[src/rtl/trig_seq_pkg.sv]
// Shared types and defaults for the trigger sequencer: FSM state encoding,
// default timing/width constants, and the half-period interpretation helper.
package trig_seq_pkg;

    typedef enum logic [2:0] {
        ST_IDLE = 3'd0,
        ST_ARM  = 3'd1,
        ST_HIGH = 3'd2,
        ST_LOW  = 3'd3,
        ST_DONE = 3'd4
    } tsc_state_e;

    localparam int unsigned TSC_HALF_PERIOD_DEF = 1250000;
    localparam int unsigned TSC_CNT_W           = 16;
    localparam logic [31:0] TSC_HP_USE_DEF      = 32'hFFFF_FFFF;

    // 0 would never expire, all-ones selects the built-in default rate.
    function automatic logic [31:0] tsc_eff_half_period(input logic [31:0] hp,
                                                        input logic [31:0] hp_def);
        if (hp == 32'd0) begin
            return 32'd1;
        end else if (hp == TSC_HP_USE_DEF) begin
            return hp_def;
        end else begin
            return hp;
        end
    endfunction

endpackage

[src/rtl/sync_edge_det.sv]
// Two-flop synchroniser with rising-edge detector. Edges are suppressed until
// the pipeline holds only post-reset samples, so a level held through reset
// does not look like a fresh edge.
module sync_edge_det (
    input  logic clk_i,
    input  logic rst_n_i,
    input  logic d_i,
    output logic level_o,
    output logic rise_o
);

    logic       meta_q;
    logic       sync_q;
    logic       prev_q;
    logic [1:0] fill_q;

    always_ff @(posedge clk_i) begin
        if (!rst_n_i) begin
            meta_q <= 1'b0;
            sync_q <= 1'b0;
            prev_q <= 1'b0;
            fill_q <= 2'd0;
        end else begin
            meta_q <= d_i;
            sync_q <= meta_q;
            prev_q <= sync_q;
            if (fill_q != 2'd3) begin
                fill_q <= fill_q + 2'd1;
            end
        end
    end

    assign level_o = sync_q;
    assign rise_o  = (fill_q == 2'd3) && sync_q && !prev_q;

endmodule

[src/rtl/trig_seq_ctrl.sv]
// Trigger burst sequencer: on a host start edge emits num_trig square-wave
// periods (or runs until abort) of configurable half-period to the signal generator.
module trig_seq_ctrl
    import trig_seq_pkg::*;
#(
    parameter int unsigned HALF_PERIOD_DEF = TSC_HALF_PERIOD_DEF,
    parameter int unsigned CNT_W           = TSC_CNT_W
) (
    input  logic             clki,
    input  logic             reset_n,
    input  logic [31:0]      cmd,
    input  logic [31:0]      half_period,
    input  logic [CNT_W-1:0] num_trig,
    output logic             trig_to_siggen,
    output logic             busy,
    output logic             done,
    output logic [CNT_W-1:0] trig_count
);

    localparam logic [31:0] HP_DEF = 32'(HALF_PERIOD_DEF);

    logic start_lvl;
    logic start_p;
    logic abort_s;
    logic abort_rise;
    logic unused_sigs;

    sync_edge_det u_sync_start (
        .clk_i   (clki),
        .rst_n_i (reset_n),
        .d_i     (cmd[0]),
        .level_o (start_lvl),
        .rise_o  (start_p)
    );

    sync_edge_det u_sync_abort (
        .clk_i   (clki),
        .rst_n_i (reset_n),
        .d_i     (cmd[1]),
        .level_o (abort_s),
        .rise_o  (abort_rise)
    );

    assign unused_sigs = ^{cmd[31:2], start_lvl, abort_rise};

    tsc_state_e       state_q;
    logic             trig_q;
    logic             done_q;
    logic [CNT_W-1:0] count_q;
    logic [CNT_W-1:0] ntrig_q;
    logic [31:0]      phase_q;
    logic [31:0]      hp_q;
    logic [31:0]      hp_d;
    logic             phase_end;
    logic             burst_end;

    assign hp_d      = tsc_eff_half_period(half_period, HP_DEF);
    assign phase_end = (phase_q == hp_q - 32'd1);
    assign burst_end = (ntrig_q != '0) && (count_q == ntrig_q);

    always_ff @(posedge clki) begin
        if (!reset_n) begin
            state_q <= ST_IDLE;
            trig_q  <= 1'b0;
            done_q  <= 1'b0;
            count_q <= '0;
            ntrig_q <= '0;
            phase_q <= 32'd0;
            hp_q    <= 32'd0;
        end else begin
            case (state_q)
                ST_IDLE: begin
                    if (start_p && !abort_s) begin
                        state_q <= ST_ARM;
                    end
                end
                ST_ARM: begin
                    if (abort_s) begin
                        state_q <= ST_IDLE;
                        trig_q  <= 1'b0;
                    end else begin
                        hp_q    <= hp_d;
                        ntrig_q <= num_trig;
                        count_q <= '0;
                        phase_q <= 32'd0;
                        done_q  <= 1'b0;
                        trig_q  <= 1'b1;
                        state_q <= ST_HIGH;
                    end
                end
                ST_HIGH: begin
                    if (abort_s) begin
                        state_q <= ST_IDLE;
                        trig_q  <= 1'b0;
                    end else if (phase_end) begin
                        state_q <= ST_LOW;
                        trig_q  <= 1'b0;
                        phase_q <= 32'd0;
                        count_q <= count_q + CNT_W'(1);
                    end else begin
                        phase_q <= phase_q + 32'd1;
                    end
                end
                ST_LOW: begin
                    if (abort_s) begin
                        state_q <= ST_IDLE;
                        trig_q  <= 1'b0;
                    end else if (phase_end) begin
                        phase_q <= 32'd0;
                        // count_q already includes the period that just finished
                        if (burst_end) begin
                            state_q <= ST_DONE;
                            done_q  <= 1'b1;
                        end else begin
                            state_q <= ST_HIGH;
                            trig_q  <= 1'b1;
                        end
                    end else begin
                        phase_q <= phase_q + 32'd1;
                    end
                end
                ST_DONE: begin
                    state_q <= ST_IDLE;
                end
                default: begin
                    state_q <= ST_IDLE;
                    trig_q  <= 1'b0;
                end
            endcase
        end
    end

    assign trig_to_siggen = trig_q;
    assign done           = done_q;
    assign trig_count     = count_q;
    assign busy           = (state_q == ST_ARM) || (state_q == ST_HIGH) || (state_q == ST_LOW);

endmodule
[config.mk]
export PLATFORM = sky130hd
export DESIGN_NAME = trig_seq_ctrl
export DESIGN_NICKNAME = d
export VERILOG_FILES = /design/src/rtl/trig_seq_pkg.sv /design/src/rtl/sync_edge_det.sv /design/src/rtl/trig_seq_ctrl.sv
export SDC_FILE = /design/constraint.sdc
export NUM_CORES = 1
export LEC_CHECK = 0
export CORE_MARGIN = 2
export CORE_UTILIZATION = 31
export CTS_BUF_LIST = sky130_fd_sc_hd__clkbuf_4
export CTS_CLUSTER_SIZE = 16
export DETAILED_ROUTE_END_ITERATION = 8
export MAX_ROUTING_LAYER = met4
export PLACE_DENSITY = 0.58
export SLEW_MARGIN = 10
export SYNTH_ARGS = -nofsm -noshare
export SYNTH_HDL_FRONTEND = slang
export SYNTH_HIERARCHICAL = 1
export SYNTH_SLANG_ARGS = --single-unit
export TNS_END_PERCENT = 10
[constraint.sdc]
create_clock -name clki -period 4.3 [get_ports clki]
set_input_delay 0.43 -clock clki [delete_from_list [all_inputs] [get_ports clki]]
set_output_delay 0.43 -clock clki [all_outputs]
set_load 0.02 [all_outputs]
==> results of run 1 <==
-- worst paths after layout --
kind / start / end / slack, ns / cells after the start
min reg2reg: u_sync_start/meta_q / u_sync_start/level_o / 0.46 / 1
max: hp_q[0] / trig_count[14] / 0.29 / 9
min: num_trig[11] / ntrig_q[11] / 0.45 / 3
max reg2reg: hp_q[0] / trig_count[14] / 0.29 / 9
-- registers in the layout, summed over array words and instances, names as in the netlist, 2 cells and up --
signal and cells:
hp_q 32, u_sync_start/fill_q 2, trig_count 16, phase_q 32, state_q 3, ntrig_q 16
-- critical path, delay by kind of cell (launching register included) --
family | cells | cell delay [ns]
AO/OA/AOI/OAI | 2 | 0.49
flip-flops | 1 | 0.39
multiplexers | 1 | 0.19
AND/OR/NAND/NOR | 6 | 2.89
-- layout by cell type, fill, tap and decap left out, types with 2 or more instances in the layout --
master and instances:
dfxtp_1 108, nand2_1 83, clkdlybuf4s50_1 70, a21oi_1 50
nand3_1 43, xnor2_1 42, nor2_1 33, o21ai_0 33
a22o_1 30, or3_1 27, buf_4 27, nor4_1 25
nand4_1 24, and3_1 19, nor3_1 19, and2_1 17
xor2_1 17, a31oi_1 17, inv_1 12, clkbuf_4 11
nand3b_1 10, or4_1 10, o31ai_1 7, nor2b_1 6
nor3b_1 4, mux2i_1 4, ha_1 4, or2_2 3
nand2b_1 3, o211ai_1 3, nand4b_1 3, or4_4 3
or4b_1 3, o31a_1 3, a22oi_1 3, a211oi_1 2
a311o_1 2, nor4b_1 2, a211o_1 2, inv_6 2
-- power by group --
| part | total [mW] | switching (mW) | internal [mW] |
|---|---|---|---|
| sequential | 1.02 | 0.00836 | 1.01 |
| clock | 0.558 | 0.364 | 0.194 |
| combinational | 0.175 | 0.0857 | 0.0891 |
| total | 1.75 | 0.458 | 1.29 |
-- metrics by stage --
step                instance area, um2  setup WS (ns)  power [mW]
floorplan                         5990          0.592        1.13
global placement                  7040          0.227        1.22
detailed placement                7040          0.234        1.22
CTS                               7190          0.181        1.77
global route                      7190         0.0699        1.83
finish                            7190          0.295        1.75
-- what timing repair did --
item	4_1_cts	5_1_grt
endpoints found under the setup margin	0	8
buffers inserted	0	0
resized for setup	0	1
-- metal layers --
layer	track usage, %	share of wire, %	wire length (um)	vias to the layer above
li1	-	-	-	2882
met2	27.7	47	7690	98
met5	-	0	0	-
met4	5.05	1.4	235	0
met3	2.98	4.1	680	13
met1	21.8	48	7830	2653
-- final cells by class --
| type | count | area (um2) |
|---|---|---|
| clock inverter | 5 | 60.1 |
| fill | 1981 | 11600 |
| clock buffer | 11 | 82.6 |
| inverter | 12 | 45.0 |
| tap | 260 | 325 |
| sequential | 108 | 2160 |
| timing repair buffer | 97 | 903 |
| antenna | 1 | 2.50 |
| multi-input combinational | 580 | 3610 |
==> qor.yml, run 1 <==
max_stage_delay_ns: 0.72
grt_use_total_pct: 17.1
critPathKind: "reg2reg"
arrival_ns: 4.44
setup_tns_ns: 0
slew_violations: 0
crit_fanout: 22
wl_per_cell_um: 15.3
grt_pass1_wl_um: 27200
netlist_instances: 743
drc_errors: 0
coreArea_mm2: 0.0188
io_pins: 101
drt_pass1_iterations: 4
htreeDepth: 3
powerDensity_mw_per_mm2: 244
totalWireLength_um: 16400
drt-initial-drc-count: 395
dp_hpwl_um: 11800
port-buffer-count: 70
yosysWarnings: 6
start_util_pct: 31.8
die_w_um: 143
maxSlewHeadroom_pct: 43.1
die_y_um: 143
cap_violations: 0
path_clk_slew_ns: 0.18
cts_tree: "done"
num_rows: 50
timing.fmax_mhz: 250
clk_latency_ns: 0.50
cts.sinks: 108
area_growth_syn_to_layout_pct: 20.1
cp_slowest_cell: "or4_1"
globalplace.congestion: 0.856
design.die.area_mm2: 0.0204
antenna_found_initial: 1
hold_class: "in2reg"
finClkSkew_ns: 0.0233
final_cells: 1074
peakVddDrop_mv: 0.142
setup_viol: 0
clockBufferDepth: 2
syn_area_mm2: 0.00599
rsz0062_at_grt: "no"
vias: 5646
drive_above_1_share_pct: 7.38
nets: 894
grt_pass1_vias: 5264
placedCellCount: 1057
worst_pin_slew_ns: 0.849
fin_util_pct: 38.2
worstPathRequired_ns: 4.74
antenna_left: 0
syn_nets: 829
hold_violations: 0
drt-vias-per-instance: 5.26
holdBufCountCts: 0
grt-ovfl-total: 0
hold_slack_ns: 0.454
period_share_pct: 93.1
numCtsBuffers: 9
status: "finished clean"
crit_chain: "or4_1, nor4_1, nand3_1, mux2i_1, or4_4, or4_4, o21a_2, or4_1, a21oi_1"
syn_area_per_cell_um2: 8.06
ctsRootBufferMaster: "clkbuf_4"
start_kind: "flop"
power.leakage_nw: 2.43
period_minus_slack_ns: 4.01
grt_start_max_net_pins: 50
cp-end-kind: "flop"
No activity file was read; power rests on OpenSTA's default activity.
==> run 2, diff against run 1 <==
- CORE_MARGIN: 2 -> not set
- clock period: 4.3 -> 4.1 ns (I/O delays scaled with it)
==> run 2 against run 1 <==
  * Setup slack got worse by 0.11 ns
  * Power increased by 1.2%
  * Non-clock buffer count increased by 4
  * Clock-buffer cell count unchanged
  * Sequential share of layout area decreased by 0.21 points
  * Critical path type unchanged
  * Sequential power increased by 5%
  * Largest cell class unchanged
  * First-iteration DRC count decreased by 4.8%
  * Highest routed layer unchanged
==> qor.yml, run 2 (synthesis results as in run 1) <==
drt_pass1_iterations: 5
clk_latency_ns: 0.49
dp_slack_ns: 0.172
period_share_pct: 95.4
power_mw: 1.77
worstPathRequired_ns: 4.52
final_cells: 1078
regArea_mm2: 0.00216
clockBufferDepth: 2
postPlaceCellArea_mm2: 0.00710
final_cell_mix: "108 x dfxtp_1, 83 x nand2_1, 70 x clkdlybuf4s50_1"
grt_pass1_wl_um: 27100
coreArea_mm2: 0.0188
rsz0062_at_grt: "no"
antenna_found_initial: 1
timing.fmax_mhz: 256
setup_viol: 0
cap_violations: 0
timing.final.ws_setup_ns: 0.189
start_kind: "flop"
vias: 5629
area_growth_syn_to_layout_pct: 20.9
grt_util_met3_pct: 1.90
slew_violations: 0
num_rows: 50
grt_pass1_vias: 5292
busiest_layer: "met2"
hold_slack_ns: 0.449
numCtsBuffers: 9
nets: 898
peakVddDrop_mv: 0.105
wl_per_cell_um: 15.1
port-buffer-count: 70
cts_tree: "done"
drive_above_1_share_pct: 7.71
design_area_mm2: 0.00724
grt-ovfl-total: 0
die_w_um: 141
holdBufCountCts: 0
period_minus_slack_ns: 3.91
drt-vias-per-instance: 5.22
power.leakage_nw: 2.46
dp_hpwl_um: 11800
totalWireLength_um: 16300
io_pins: 101
top_regs: "hp_q (32), phase_q (32)"
grtUsageMet2_pct: 28.4
critPathKind: "reg2reg"
critical_path.startpoint: "hp_q[0]"
drc_errors: 0
holdPathStages: 3
drt-initial-drc-count: 376
crit_end: "trig_count[15]"
cp-end-kind: "flop"
cts.sinks: 108
start_util_pct: 31.8
design.die.area_mm2: 0.0199
arrival_ns: 4.34
hold_violations: 0
maxSlewHeadroom_pct: 41.8
reg2reg_depth: 14
fin_util_pct: 38.5
crit_fanout: 31
path_clk_slew_ns: 0.17
hold_class: "in2reg"
r2r_start: "hp_q[0]"
nFillCells: 1947
status: "finished clean"
globalplace.congestion: 0.835
setup_tns_ns: 0
rr_endpoint: "trig_count[15]"
finClkSkew_ns: 0.0153
worst_pin_slew_ns: 0.873
grt_start_max_net_pins: 50
r2r_setup_slack_ns: 0.19
layout_commonest_cell: "dfxtp_1"
grt_use_total_pct: 17.6
antenna_left: 0
use_met1_pct: 22.7
htreeDepth: 3
ctsRootBufferMaster: "clkbuf_4"
multiInputGateArea_mm2: 0.00363
die_y_um: 141
placedCellCount: 1061
powerDensity_mw_per_mm2: 245
-- run 2: cell count changes in the layout (fill, tap and decap cells not counted), sizes merged --
cell,previous run,this run
clkinvlp,1,3
inv,14,13
bufinv,1,0
buf,27,31
-- run 2: worst min path at each step --
stage | endpoint | from | slack (ns)
2_1_floorplan | u_sync_abort/level_o | u_sync_abort/meta_q | 0.41
3_3_place_gp | u_sync_start/level_o | u_sync_start/meta_q | 0.42
3_5_place_dp | u_sync_start/level_o | u_sync_start/meta_q | 0.42
4_1_cts | ntrig_q[11] | num_trig[11] | 0.42
5_1_grt | ntrig_q[11] | num_trig[11] | 0.44
6_report | ntrig_q[11] | num_trig[11] | 0.45
-- run 2: repair_timing --
item	in CTS	in global routing
setup buffers	0	0
setup endpoints to repair	0	5
resized for setup	0	3
-- run 2: cell type report --
cell class,instances,share of cell area [%]
Antenna cell,1,0.0346
Sequential cell,108,29.9
Clock buffer,11,1.14
Multi-Input combinational cell,580,50.1
Inverter,12,0.622
Clock inverter,5,0.518
Tap cell,260,4.49
Timing Repair Buffer,101,13.2
-- run 2: power by group --
group	switching, mW	total [mW]	internal (mW)
sequential	0.00866	1.07	1.06
combinational	0.0909	0.186	0.0949
clock	0.377	0.518	0.141
total	0.477	1.77	1.30
-- run 2: metal layers --
metal  up-vias  wire (um)
li1       2892          -
met1      2636       7990
met2        85       7600
met3        16        438
met4         0        293
met5         -          0
-- run 2: critical path, stage by stage, from the launching register on --
cell and delay (ns):
dfxtp_1 0.37, buf_4 0.15, inv_1 0.07, ha_1 0.24, nor3b_4 0.26, buf_4 0.20, xnor2_1 0.12, a21oi_1 0.08
a31o_2 0.23, or4_4 0.54, or4_4 0.57, o21a_1 0.22, buf_12 0.16, or4_1 0.50, a21oi_1 0.14
